### src/rtl/regfile_pkg.sv
// Shared types and constants for the register-file write path.
// Both writeback sources and the write stage agree on these layouts.
package regfile_pkg;

    localparam int DATA_W   = 64;
    localparam int ADDR_W   = 5;
    localparam int NUM_REGS = 32;
    localparam int CNT_W    = 8;
    localparam logic [ADDR_W-1:0] ZERO_REG = 5'd31;

    typedef struct packed {
        logic [ADDR_W-1:0] addr;
        logic [DATA_W-1:0] data;
    } wr_req_t;

    typedef struct packed {
        logic    valid;
        wr_req_t req;
    } stage_t;

    typedef enum logic {
        REQ_ALU  = 1'b0,
        REQ_LOAD = 1'b1
    } req_id_e;

    function automatic logic [CNT_W-1:0] sat_inc(input logic [CNT_W-1:0] value);
        return (value == {CNT_W{1'b1}}) ? value : value + 1'b1;
    endfunction

endpackage

### src/rtl/regfile_write_arbiter_decoder.sv
// One-hot decoder with enable driving the per-register write enables.
// The output is all-zero whenever the enable is low.
module decoder_5to32
    import regfile_pkg::*;
(
    input  logic [ADDR_W-1:0]   addr_i,
    input  logic                en_i,
    output logic [NUM_REGS-1:0] dec_o
);

    always_comb begin
        dec_o = '0;
        if (en_i) begin
            dec_o[addr_i] = 1'b1;
        end
    end

endmodule

### src/rtl/regfile_write_arbiter.sv
// Round-robin arbiter between ALU and load writeback feeding one registered
// write stage in front of the 32 x 64-bit register file write port.
module regfile_write_arbiter
    import regfile_pkg::*;
(
    input  logic                clk,
    input  logic                reset,
    input  logic                req0_valid,
    input  logic [ADDR_W-1:0]   req0_addr,
    input  logic [DATA_W-1:0]   req0_data,
    output logic                req0_ready,
    input  logic                req1_valid,
    input  logic [ADDR_W-1:0]   req1_addr,
    input  logic [DATA_W-1:0]   req1_data,
    output logic                req1_ready,
    input  logic                rf_stall,
    output logic [NUM_REGS-1:0] reg_en,
    output logic [DATA_W-1:0]   wr_data,
    output logic                wr_busy,
    output logic [ADDR_W-1:0]   wr_pend_addr,
    output logic                last_grant,
    output logic [CNT_W-1:0]    drop_cnt
);

    stage_t           stage_q, stage_d;
    req_id_e          lastGrant_q, lastGrant_d;
    logic [CNT_W-1:0] dropCnt_q, dropCnt_d;

    logic    grantValid;
    req_id_e grantSel;
    logic    accept;
    wr_req_t winReq;
    logic    isDrop;

    // With both requesters valid, the one that did not win last time goes next.
    always_comb begin
        grantValid = req0_valid || req1_valid;
        grantSel   = REQ_ALU;
        if (req0_valid && req1_valid) begin
            grantSel = (lastGrant_q == REQ_ALU) ? REQ_LOAD : REQ_ALU;
        end else if (req1_valid) begin
            grantSel = REQ_LOAD;
        end
    end

    assign accept     = grantValid && !rf_stall;
    assign req0_ready = accept && (grantSel == REQ_ALU);
    assign req1_ready = accept && (grantSel == REQ_LOAD);

    always_comb begin
        winReq.addr = req0_addr;
        winReq.data = req0_data;
        if (grantSel == REQ_LOAD) begin
            winReq.addr = req1_addr;
            winReq.data = req1_data;
        end
    end

    assign isDrop = (winReq.addr == ZERO_REG);

    // A stall freezes everything; otherwise the stage retires and may reload
    // in the same cycle. Data is left in place on retire to keep wr_data quiet.
    always_comb begin
        stage_d     = stage_q;
        lastGrant_d = lastGrant_q;
        dropCnt_d   = dropCnt_q;
        if (!rf_stall) begin
            stage_d.valid = 1'b0;
            if (accept) begin
                lastGrant_d = grantSel;
                if (isDrop) begin
                    dropCnt_d = sat_inc(dropCnt_q);
                end else begin
                    stage_d.valid = 1'b1;
                    stage_d.req   = winReq;
                end
            end
        end
    end

    always_ff @(posedge clk or posedge reset) begin
        if (reset) begin
            stage_q     <= '0;
            lastGrant_q <= REQ_LOAD;
            dropCnt_q   <= '0;
        end else begin
            stage_q     <= stage_d;
            lastGrant_q <= lastGrant_d;
            dropCnt_q   <= dropCnt_d;
        end
    end

    decoder_5to32 u_decoder (
        .addr_i (stage_q.req.addr),
        .en_i   (stage_q.valid && !rf_stall),
        .dec_o  (reg_en)
    );

    assign wr_data      = stage_q.req.data;
    assign wr_busy      = stage_q.valid;
    assign wr_pend_addr = stage_q.valid ? stage_q.req.addr : '0;
    assign last_grant   = lastGrant_q;
    assign drop_cnt     = dropCnt_q;

endmodule

### config.mk
export PLATFORM = sky130hd
export DESIGN_NAME = regfile_write_arbiter
export DESIGN_NICKNAME = d
export VERILOG_FILES = /design/src/rtl/regfile_pkg.sv /design/src/rtl/regfile_write_arbiter_decoder.sv /design/src/rtl/regfile_write_arbiter.sv
export SDC_FILE = /design/constraint.sdc
export NUM_CORES = 1
export LEC_CHECK = 0
export BUFFER_PORTS_ARGS = -buffer_cell sky130_fd_sc_hd__buf_2
export CAP_MARGIN = 15
export CORE_ASPECT_RATIO = 1.1
export CORE_MARGIN = 10
export CORE_UTILIZATION = 41
export CTS_CLUSTER_DIAMETER = 100
export DETAILED_ROUTE_END_ITERATION = 16
export PLACE_DENSITY = 0.78
export REMOVE_ABC_BUFFERS = 1
export SYNTH_ARGS = -nofsm -noshare
export SYNTH_HDL_FRONTEND = slang
export SYNTH_SLANG_ARGS = --single-unit
### constraint.sdc
create_clock -name clk -period 2.6 [get_ports clk]
set_input_delay 0.65 -clock clk [delete_from_list [all_inputs] [get_ports clk]]
set_output_delay 0.65 -clock clk [all_outputs]
set_load 0.05 [all_outputs]
# After elaboration in Yosys (flattened, before gate mapping)
# Cells that the tools add are included.
# totals
reg_bits	79
out_inout_bits	113
# op_classes
reduce_logical	11
eq_ne	2
mux	10
order_cmp	2
n_bitwise	4
add_sub_neg	1
# op_table
operator	n
$mux 70	2
$mux 69	1
$mux 32	1
$add 8x1->8 const B	1
$eq 8x8->1 const B	1
$logic_and 1x1->1	6
$lt 5x6->1 const B	1
$demux 1 s5	1
$eq 5x5->1 const B	1
$ge 5x1->1 const B	1
$mux 5	1
$mux 1	4
$not 1->1	4
$reduce_and 4->1	1
$reduce_and 3->1	1
$reduce_and 2->1	1
$logic_not 1->1	1
$logic_or 1x1->1	1

# Longest topological paths before layout
# Gate-level depths: netlist of run 1.
# logic_depth
word_depth	6
depth_mapped	6
depth_no_buf	5

# By module
# Synthesis of run 1 repeated with hierarchy kept, for this count alone.
# unflattened
cells_unflattened	468
area_unflattened_um2	4411.7
# by_module_without_submodules
mod	area_per_inst_um2	instances	cells_each
regfile_write_arbiter	4181.5	1	421
decoder_5to32	230.2	1	47

# Least setup slack after synthesis of run 1
# Ideal clock, no wire load.
# synth_timing
path_kind	register to output
start	reg stage_q (netlist bit wr_busy)
end	out reg_en[10]
t_arrival_ns	2.189
stages_incl_launch_ff	4
setup_slack_ns	-0.239
cell_sequence	dfrtp_1 > and2_1 > nand2_1 > nor2_1
# synth_between
elab_chain_len	2
# synth_rtl
element	line_no	source
start: declaration	regfile_write_arbiter.sv:25	stage_t stage_q, stage_d;
start signal: assignment	regfile_write_arbiter.sv:87	stage_q <= stage_d;
$logic_and 1x1->1	regfile_write_arbiter.sv:95	.en_i (stage_q.valid && !rf_stall),
$mux 32	regfile_write_arbiter_decoder.sv:13	if (en_i) begin
end: declaration	regfile_write_arbiter.sv:17	output logic [NUM_REGS-1:0] reg_en,
# Every way passes these cells.

# Worst setup path after layout of run 1
# layout_timing
start	reg stage_q[67] (netlist name)
end	out reg_en[19]
# layout_between
elab_chain_len	5
elab_cells_between_ends	6
classes_between	order compare: 2; mux: 3; reduce/logical: 1
# layout_rtl
element	line_no	source
$lt 5x6->1 (implied by the code) / $ge 5x1->1 (equally long branches)	regfile_write_arbiter_decoder.sv:14	dec_o[addr_i] = 1'b1;
$logic_and 1x1->1 (implied by the code)	regfile_write_arbiter_decoder.sv:14	
$mux 1 (implied by the code)	regfile_write_arbiter_decoder.sv:14	
$demux 1 s5 (*)	-	
$mux 32 (*)	regfile_write_arbiter_decoder.sv:13	
# Every way passes the cells marked *; elsewhere a longest branch is shown, timed or not.

==> run_results.csv, run 1 <==
group,metric,value,unit
cts,ctsHoldBuffers,0,
global_route,grtUsageTotal,0.156,
worst_setup_path,critical_path.startpoint,"stage_q[67]",
cts,cts.htree.levels,3,
synth,syn_area_per_cell,8.70,sq um
place,placedCellCount,859,
sta,rsz0062_at_grt,"no",
pwr,powerDensity,788,nW/um^2
layout,drive_gt1_frac,0.493,
place,routabilityCongestion,0.887,
cts,insertion_delay,330,ps
pwr,vdd_drop_max,0.397,mV
global_route,grt_pass1_wl,21000,microns
route,finalWirelength,12800,microns
synth,yosys_warnings,0,
layout,final_core_util,0.540,
route,dr_total_vias,4001,
cts,cts_tree,"yes",
place,dpl.hpwl,10400,microns
sta,timing.fmax,420,MHz
route,dr.first_iter.drc_count,82,
sta,skew,4.05,ps
synth,synth-seq-cells,79,
cts,clk_pin_slew,60,ps
sta,slew_violations,0,
synth,yosys.area.top_type,"dfrtp_1",
floorplanning,fp.dieH,132,microns
global_route,antenna_found_initial,0,
global_route,gr-total-overflow,0,
synth,synth_top_area_share,0.417,
worst_setup_path,crit_required,1950,ps
cts,postCtsResizedCells,0,
floorplanning,design.core.area,11100,sq um
cts,cts_setup_buffers,0,
synth,ys_types,33,
pwr,p_total,4.70,mW
sta,fin_crit_sh,0.915,
outcome,status,"completed",
worst_setup_path,critical_path.endpoint_type,"output pin",
floorplanning,num_rows,40,
flow_run,drv_cap,0,
layout,antenna_cells,0,
place,portBuffers,255,
sta,period_minus_slack,2380,ps
layout,layout.cells.non_filler,875,
worst_setup_path,crit_path_max_fanout,10,
floorplanning,dieArea,16100,sq um
floorplanning,initial_core_util,0.423,
sta,whs,395,ps
global_route,grt_pass1_vias,4225,
synth,netlist_area,4680,sq um
route,wire_per_inst,14.6,microns
pwr,leakage,3.36,nW
worst_hold_path,hold_path_class,"input port to asynchronous set/reset pin",
cts,clock-sinks,79,
sta,hold_violations,0,
worst_setup_path,crit_type,"flip-flop to output pin",
cts,cts_root_buf,"clkbuf_16",
floorplanning,die_w,122,microns
synth,yosysSeqAreaShare,0.423,
route,postRouteAntennaNets,0,
route,vias_per_cell,4.57,
cts,clockBufferDepth,2,
layout,n_fill_cell,1083,
synth,yosys-top-cells-area,"dfrtp_1, nand2_1, mux2_2",
route,drc,0,
sta,setup-violations-final,0,
worst_setup_path,r2r-start,"last_grant",
sta,max-slew-margin-rel,0.530,
layout,areaGrowthSynthToFinish,27.5,%
sta,worst_pin_slew,706,ps
route,first_pass_iters,4,
worst_setup_path,critPathArrivalTime,1730,ps
worst_setup_path,setup.worst_path.start_class,"flip-flop",
global_route,grt_max_degree,70,
floorplanning,io_pins,256,
layout,final_nets,867,
synth,netlist_instances,538,
sta,tns,0,ps
cts,cts_made_buffers,9,
## Yosys cell counts
cell type / n
nand3_2: 1
buf_2: 7
or3b_2: 1
a2111oi_1: 3
nand4_2: 1
a21oi_1: 1
nand3_1: 5
a211oi_1: 2
xor2_1: 6
and2_1: 5
nand4_4: 1
nand2_1: 216
nor2_1: 37
o21ai_1: 1
ha_1: 1
a21o_1: 1
o21bai_1: 1
nor2b_1: 2
a21boi_4: 1
a2111oi_2: 1
a21bo_1: 1
buf_4: 65
dfstp_2: 1
or3_1: 1
nand4_1: 1
o21ba_2: 1
inv_1: 3
clkbuf_1: 17
dfrtp_1: 78
and3_1: 2
mux2_2: 70
xnor2_1: 1
nand3b_1: 3
## cell type report
type                            count  area, sq um  share of cell area
Clock inverter                      5         80.1              0.0134
Inverter                            3         12.5             0.00210
Clock buffer                       11          253              0.0423
Multi-Input combinational cell    367         2110               0.354
Timing Repair Buffer              263         1350               0.226
Tap cell                          147          184              0.0308
Sequential cell                    79         1980               0.331
## metrics by stage
stage	instance area, sq um	setup WS [ps]
finish	5970	221
global route	5970	136
CTS	5970	208
detailed placement	5640	381
global placement	5640	402
floorplan	4090	-975
## cells by family (layout without fill, tap and decap cells)
kind of cell,count (synthesis),count (layout),synth area share
AO/OA/AOI/OAI,13,13,0.0265
XOR/XNOR,7,7,0.0131
adder cells (fa/ha/maj),1,1,0.00267
buffers and inverters,92,282,0.128
flip-flops,79,79,0.423
multiplexers,70,70,0.168
AND/OR/NAND/NOR,276,276,0.239
## per-layer routing
layer,vias up,routed length [microns],GRT usage
met1,1797,4740,0.168
met2,159,6430,0.267
met3,19,1410,0.0634
met4,0,227,0.0570
met5,-,0,0
li1,2026,-,-
## where the power goes
part	leakage (nW)	total (mW)	internal (mW)	switching, mW
combinational	2.25	1.75	0.498	1.25
clock	0.158	1.37	0.891	0.480
sequential	0.955	1.58	1.45	0.129
## cells in the final DEF (no fill, tap or decap), drive strengths merged, types with 3 or more instances in the layout
cell       n
nand3b     3
buf      263
xor2       6
nor2      37
clkbuf    11
a2111oi    4
dfrtp     78
and2       5
nand2    216
nand4      3
mux2      70
nand3      6
## worst paths after layout
check / end / depth (start not counted) / slack [ps]
worst max-delay path: reg_en[19] / 3 / 220
worst min-delay path: wr_data[42] / 3 / 400
min in group clk: wr_data[31] / 1 / 500
worst min register to register: wr_data[31] / 1 / 500
max in group asynchronous: drop_cnt[1] / 3 / 1730
worst max register to register: wr_data[15] / 5 / 640
## flip-flops by register name, indices dropped and copies added (netlist names)
name	cells
drop_cnt	8
stage_q	5
last_grant	1
wr_data	64
wr_busy	1
## critical path: stages, from the launching register on
cell	delay, ps
dfrtp_1	460
or3b_2	540
nor2_1	130
buf_2	280
Note: power is estimated with default switching activity, not from simulation.
==> run 2, diff against run 1 <==
--- a/config.mk
+++ b/config.mk
@@ -14,6 +14,7 @@
 export DETAILED_ROUTE_END_ITERATION = 16
 export PLACE_DENSITY = 0.78
 export REMOVE_ABC_BUFFERS = 1
+export SETUP_SLACK_MARGIN = 0.1
 export SYNTH_ARGS = -nofsm -noshare
 export SYNTH_HDL_FRONTEND = slang
 export SYNTH_SLANG_ARGS = --single-unit
==> constraint.sdc (replaced) <==
create_clock -name clk -period 1.9 [get_ports clk]
set_input_delay 0.475 -clock clk [delete_from_list [all_inputs] [get_ports clk]]
set_output_delay 0.475 -clock clk [all_outputs]
set_load 0.05 [all_outputs]
==> run 2 against run 1 <==
- the flow now finishes with violations (setup timing)
- sequential share of layout area is 6.5 points lower
- die area stayed put
- critical path depth rose by 1
- non-clock buffer count grew 36
- clock-buffer cell count shrank 2
- register-to-register slack lost 580 ps
- cell area up 25%
- flip-flop and latch count did not move
- hold slack lost 190 ps
- global-route usage increased by 1.6 points
- via count up 11%
- sequential power increased by 39%
- highest routed layer unchanged
==> run_results.csv, run 2 (synthesis results as in run 1) <==
group,metric,value,unit
sta,max-slew-margin-rel,0.659,
cts,cts_tree,"yes",
outcome,failed_checks,"setup timing",
sta,fin_crit_sh,1.10,
cts,ctsHoldBuffers,0,
route,dr.first_iter.drc_count,231,
worst_setup_path,crit_required,1420,ps
route,finalWirelength,17000,microns
global_route,gr-total-overflow,0,
cts,clk_pin_slew,60,ps
sta,layout_setup_ws,-194,ps
worst_setup_path,crit_path_max_fanout,4,
worst_setup_path,worst_path_largest_cell_delay,430,ps
cts,cts_made_buffers,9,
global_route,grt_pass1_vias,4549,
layout,largest_reg_flops,64,
place,place_area,5700,sq um
sta,skew,10.4,ps
worst_setup_path,critical_path.slowest_cell,"dfrtp_2",
layout,final_cell_mix,"buf_2, nand2_1, dfrtp_1",
global_route,grt_pass1_wl,22900,microns
route,first_pass_iters,4,
cts,clockBufferDepth,2,
global_route,antenna_found_initial,0,
sta,slew_violations,0,
sta,period_minus_slack,2090,ps
worst_setup_path,cp_cell_sequence,"buf_6, nand3b_1, nor2_1, buf_6",
floorplanning,num_rows,40,
outcome,status,"finished, violations left",
floorplanning,fp.dieH,132,microns
pwr,powerDensity,957,nW/um^2
pwr,leakage,4.04,nW
layout,areaGrowthSynthToFinish,58.8,%
sta,whs,208,ps
worst_setup_path,path_buf_inv,2,
layout,multi_input_area,2720,sq um
layout,drive_gt1_frac,0.586,
sta,timing.fmax,477,MHz
place,placedCellCount,862,
place,dpl.hpwl,10200,microns
sta,tns,-3390,ps
cts,cts_root_buf,"clkbuf_16",
layout,seq_area,1980,sq um
pwr,vdd_drop_max,0.563,mV
flow_run,drv_cap,0,
cts,insertion_delay,340,ps
sta,worst_pin_slew,512,ps
place,portBuffers,255,
cts,cts.htree.levels,3,
worst_setup_path,crit_type,"flip-flop to output pin",
global_route,grt_max_degree,80,
pwr,p_total,7.12,mW
floorplanning,initial_core_util,0.423,
floorplanning,io_pins,256,
layout,n_fill_cell,840,
sta,rsz0062_at_grt,"yes",
route,postRouteAntennaNets,0,
layout,layout_commonest_cell,"buf_2",
worst_hold_path,hold_path_class,"input port to asynchronous set/reset pin",
worst_setup_path,crit_top_cell,"buf_6",
worst_setup_path,setup.worst_path.start_class,"flip-flop",
cts,clock-sinks,79,
layout,stdcell_area,7430,sq um
floorplanning,dieArea,16100,sq um
layout,antenna_cells,0,
place,routabilityCongestion,0.826,
global_route,grtUsageTotal,0.173,
route,vias_per_cell,4.86,
place,dp_slack,0.585,ps
worst_setup_path,critPathArrivalTime,1620,ps
route,drc,0,
floorplanning,design.core.area,11100,sq um
worst_setup_path,crit_family,"simple AND/OR/NAND/NOR gates",
sta,setup-violations-final,32,
sta,hold_violations,0,
worst_setup_path,critical_path.endpoint_type,"output pin",
layout,final_core_util,0.672,
layout,final_nets,903,
route,wire_per_inst,18.7,microns
floorplanning,die_w,122,microns
layout,layout.cells.non_filler,910,
route,dr_total_vias,4422,
[run 2: layout make-up]
type | instances | share of cell area
Timing Repair Buffer | 299 | 0.299
Multi-Input combinational cell | 367 | 0.366
Inverter | 3 | 0.00168
Tap cell | 147 | 0.0247
Sequential cell | 79 | 0.267
Clock buffer | 9 | 0.0303
Clock inverter | 6 | 0.0116
[run 2: path summary, 6_finish.rpt]
path / cells past startpoint / from / slack (ps) / to
min in group clk: 4 / req1_data[22] / 450 / wr_data[22]
setup / recovery: 4 / stage_q[66] / -190 / reg_en[27]
hold / removal: 3 / reset / 210 / wr_data[50]
max in group asynchronous: 3 / reset / 1320 / last_grant
setup reg to reg: 6 / last_grant / 60 / stage_q[68]
hold reg to reg: 1 / drop_cnt[7] / 490 / drop_cnt[7]
[run 2: worst register-to-register path, stage by stage, from the launching register on]
cell and delay (ps):
dfstp_2 590, a21bo_4 180, nand4_4 150, nand3_4 190, buf_6 160, buf_16 130, mux2_2 340
[run 2: power by group]
group | switching [mW] | internal, mW
registers | 0.208 | 1.99
logic | 1.99 | 1.13
clock network | 0.671 | 1.14
[run 2: what timing repair did]
item,CTS,global route
pin swaps,23,15
endpoints found under the setup margin,103,110
gates cloned,2,10
gates resized for setup,131,145
buffers inserted,13,9
[run 2: routing by layer]
metal  vias up  wire (microns)  global-route usage
met5         -               0                   0
met4         0             369              0.0696
met3        26            1430              0.0591
met2       204            8860               0.303
met1      2089            6330               0.182
li1       2103               -                   -
==> run 3, diff against run 2 <==
--- a/config.mk
+++ b/config.mk
@@ -15,6 +15,7 @@
 export PLACE_DENSITY = 0.78
 export REMOVE_ABC_BUFFERS = 1
 export SETUP_SLACK_MARGIN = 0.1
+export SKIP_LAST_GASP = 1
 export SYNTH_ARGS = -nofsm -noshare
 export SYNTH_HDL_FRONTEND = slang
 export SYNTH_SLANG_ARGS = --single-unit
==> run 3 against run 2 <==
- the flow still finishes with violations (setup timing)
- maximum frequency increased by 0.36%
- largest cell class unchanged
- clock skew down 2.5 ps
- hold slack gained 2.2 ps
- register-to-register slack gained 20 ps
- highest routed layer unchanged
- via count fell by 0.14%
- clock power about the same
- critical path depth did not move
- sequential power about the same
==> run_results.csv, run 3 (synthesis results as in run 1) <==
group,metric,value,unit
outcome,status,"finished, violations left",
outcome,failed_checks,"setup timing",
global_route,grtUsageTotal,0.173,
route,first_pass_iters,4,
sta,layout_setup_ws,-187,ps
worst_setup_path,crit_family,"simple AND/OR/NAND/NOR gates",
cts,clockBufferDepth,2,
layout,layout_commonest_cell,"buf_2",
layout,final_core_util,0.670,
sta,period_minus_slack,2090,ps
sta,timing.fmax,479,MHz
flow_run,drv_cap,0,
sta,worst_pin_slew,522,ps
route,dr_total_vias,4416,
cts,ctsHoldBuffers,0,
floorplanning,dieArea,16100,sq um
global_route,gr-total-overflow,0,
floorplanning,initial_core_util,0.423,
pwr,p_sw,2.87,mW
place,place_area,5700,sq um
pwr,clkPwrFrac,0.255,
pwr,vdd_drop_max,0.562,mV
place,placedCellCount,862,
worst_setup_path,critical_path.endpoint_type,"output pin",
layout,stdcell_area,7410,sq um
place,routabilityCongestion,0.826,
layout,final_nets,904,
route,wire_per_inst,18.6,microns
worst_setup_path,critPathArrivalTime,1610,ps
floorplanning,design.core.area,11100,sq um
route,drc,0,
pwr,powerDensity,962,nW/um^2
sta,fin_crit_sh,1.10,
cts,insertion_delay,340,ps
layout,layout.cells.non_filler,911,
worst_setup_path,critical_path.slowest_cell,"dfrtp_2",
pwr,p_total,7.13,mW
sta,setup-violations-final,32,
sta,slew_violations,0,
route,dr.first_iter.drc_count,219,
global_route,grt_pass1_vias,4536,
route,vias_per_cell,4.85,
cts,cts_tree,"yes",
sta,skew,7.93,ps
sta,rsz0062_at_grt,"yes",
cts,cts_made_buffers,9,
route,postRouteAntennaNets,0,
worst_setup_path,cp_cell_sequence,"buf_6, nand3b_1, nor2_2, buf_6",
sta,hold_violations,0,
floorplanning,num_rows,40,
pwr,power.internal,4.25,mW
cts,clk_pin_slew,60,ps
worst_hold_path,hold_path_class,"input port to asynchronous set/reset pin",
pwr,combPwrFrac,0.437,
cts,clock-sinks,79,
layout,drive_gt1_frac,0.588,
worst_setup_path,crit_top_cell,"buf_6",
cts,cts_root_buf,"clkbuf_16",
place,dpl.hpwl,10200,microns
pwr,switching_share,0.403,
layout,antenna_cells,0,
layout,areaGrowthSynthToFinish,58.3,%
global_route,grt_pass1_wl,22800,microns
floorplanning,fp.dieH,132,microns
worst_setup_path,crit_required,1420,ps
floorplanning,io_pins,256,
pwr,seq_power_share,0.308,
layout,largest_reg_flops,64,
worst_setup_path,worst_path_largest_cell_delay,440,ps
route,finalWirelength,17000,microns
place,portBuffers,255,
pwr,leakage,4.02,nW
global_route,antenna_found_initial,0,
layout,final_cell_mix,"buf_2, nand2_1, dfrtp_1",
worst_setup_path,crit_type,"flip-flop to output pin",
worst_setup_path,crit_path_max_fanout,5,
worst_setup_path,path_buf_inv,2,
sta,max-slew-margin-rel,0.652,
worst_setup_path,setup.worst_path.start_class,"flip-flop",
sta,whs,210,ps
cts,cts.htree.levels,3,
floorplanning,die_w,122,microns
global_route,grt_max_degree,80,
==> run 3: worst paths after layout <==
path,from,end,slack [ps],depth (start not counted)
worst min-delay path,reset,wr_data[50],210,3
min in group clk,req1_data[31],wr_data[31],450,4
max in group asynchronous,reset,last_grant,1310,3
worst min register to register,drop_cnt[7],drop_cnt[7],490,1
worst max register to register,last_grant,wr_data[47],80,6
worst max-delay path,stage_q[68],reg_en[12],-190,4
==> run 3: metrics by stage <==
step	setup TNS [ps]	worst slack [ps]
detailed placement	0	0.585
global route	-4820	-218
global placement	0	33.8
finish	-3640	-187
floorplan	-190190	-1680
CTS	-946	-66.0
==> run 3: layout make-up <==
cell class / count / area (sq um)
Fill cell: 835 / 3650
Timing Repair Buffer: 300 / 2210
Tap cell: 147 / 184
Multi-Input combinational cell: 367 / 2710
Sequential cell: 79 / 1980
Inverter: 3 / 12.5
Clock buffer: 9 / 225
Clock inverter: 6 / 86.3
==> run 3: power groups by stage <==
stage          Clock [mW]  Sequential [mW]  Combinational [mW]
2_1_floorplan           0             3.17               0.738
3_3_place_gp            0             2.17                2.43
3_5_place_dp            0             2.19                2.46
4_1_cts              1.86             2.16                2.66
5_1_grt              1.92             2.23                3.27
6_report             1.81             2.20                3.11
==> run 3: layer usage <==
metal	routed length, microns	track usage	vias to the layer above
li1	-	-	2100
met1	6270	0.184	2073
met2	8820	0.302	215
met3	1520	0.0578	28
met4	359	0.0676	0
met5	0	0	-
==> run 3: worst min-delay path, stage by stage <==
cell and delay (ps):
buf_2 100, clkinv_2 50, buf_12 340
==> run 3: timing repair <==
item | CTS | global route
gates cloned | 2 | 10
setup buffers | 13 | 10
gates resized for setup | 126 | 143
endpoints found under the setup margin | 103 | 110
pin swaps | 23 | 18
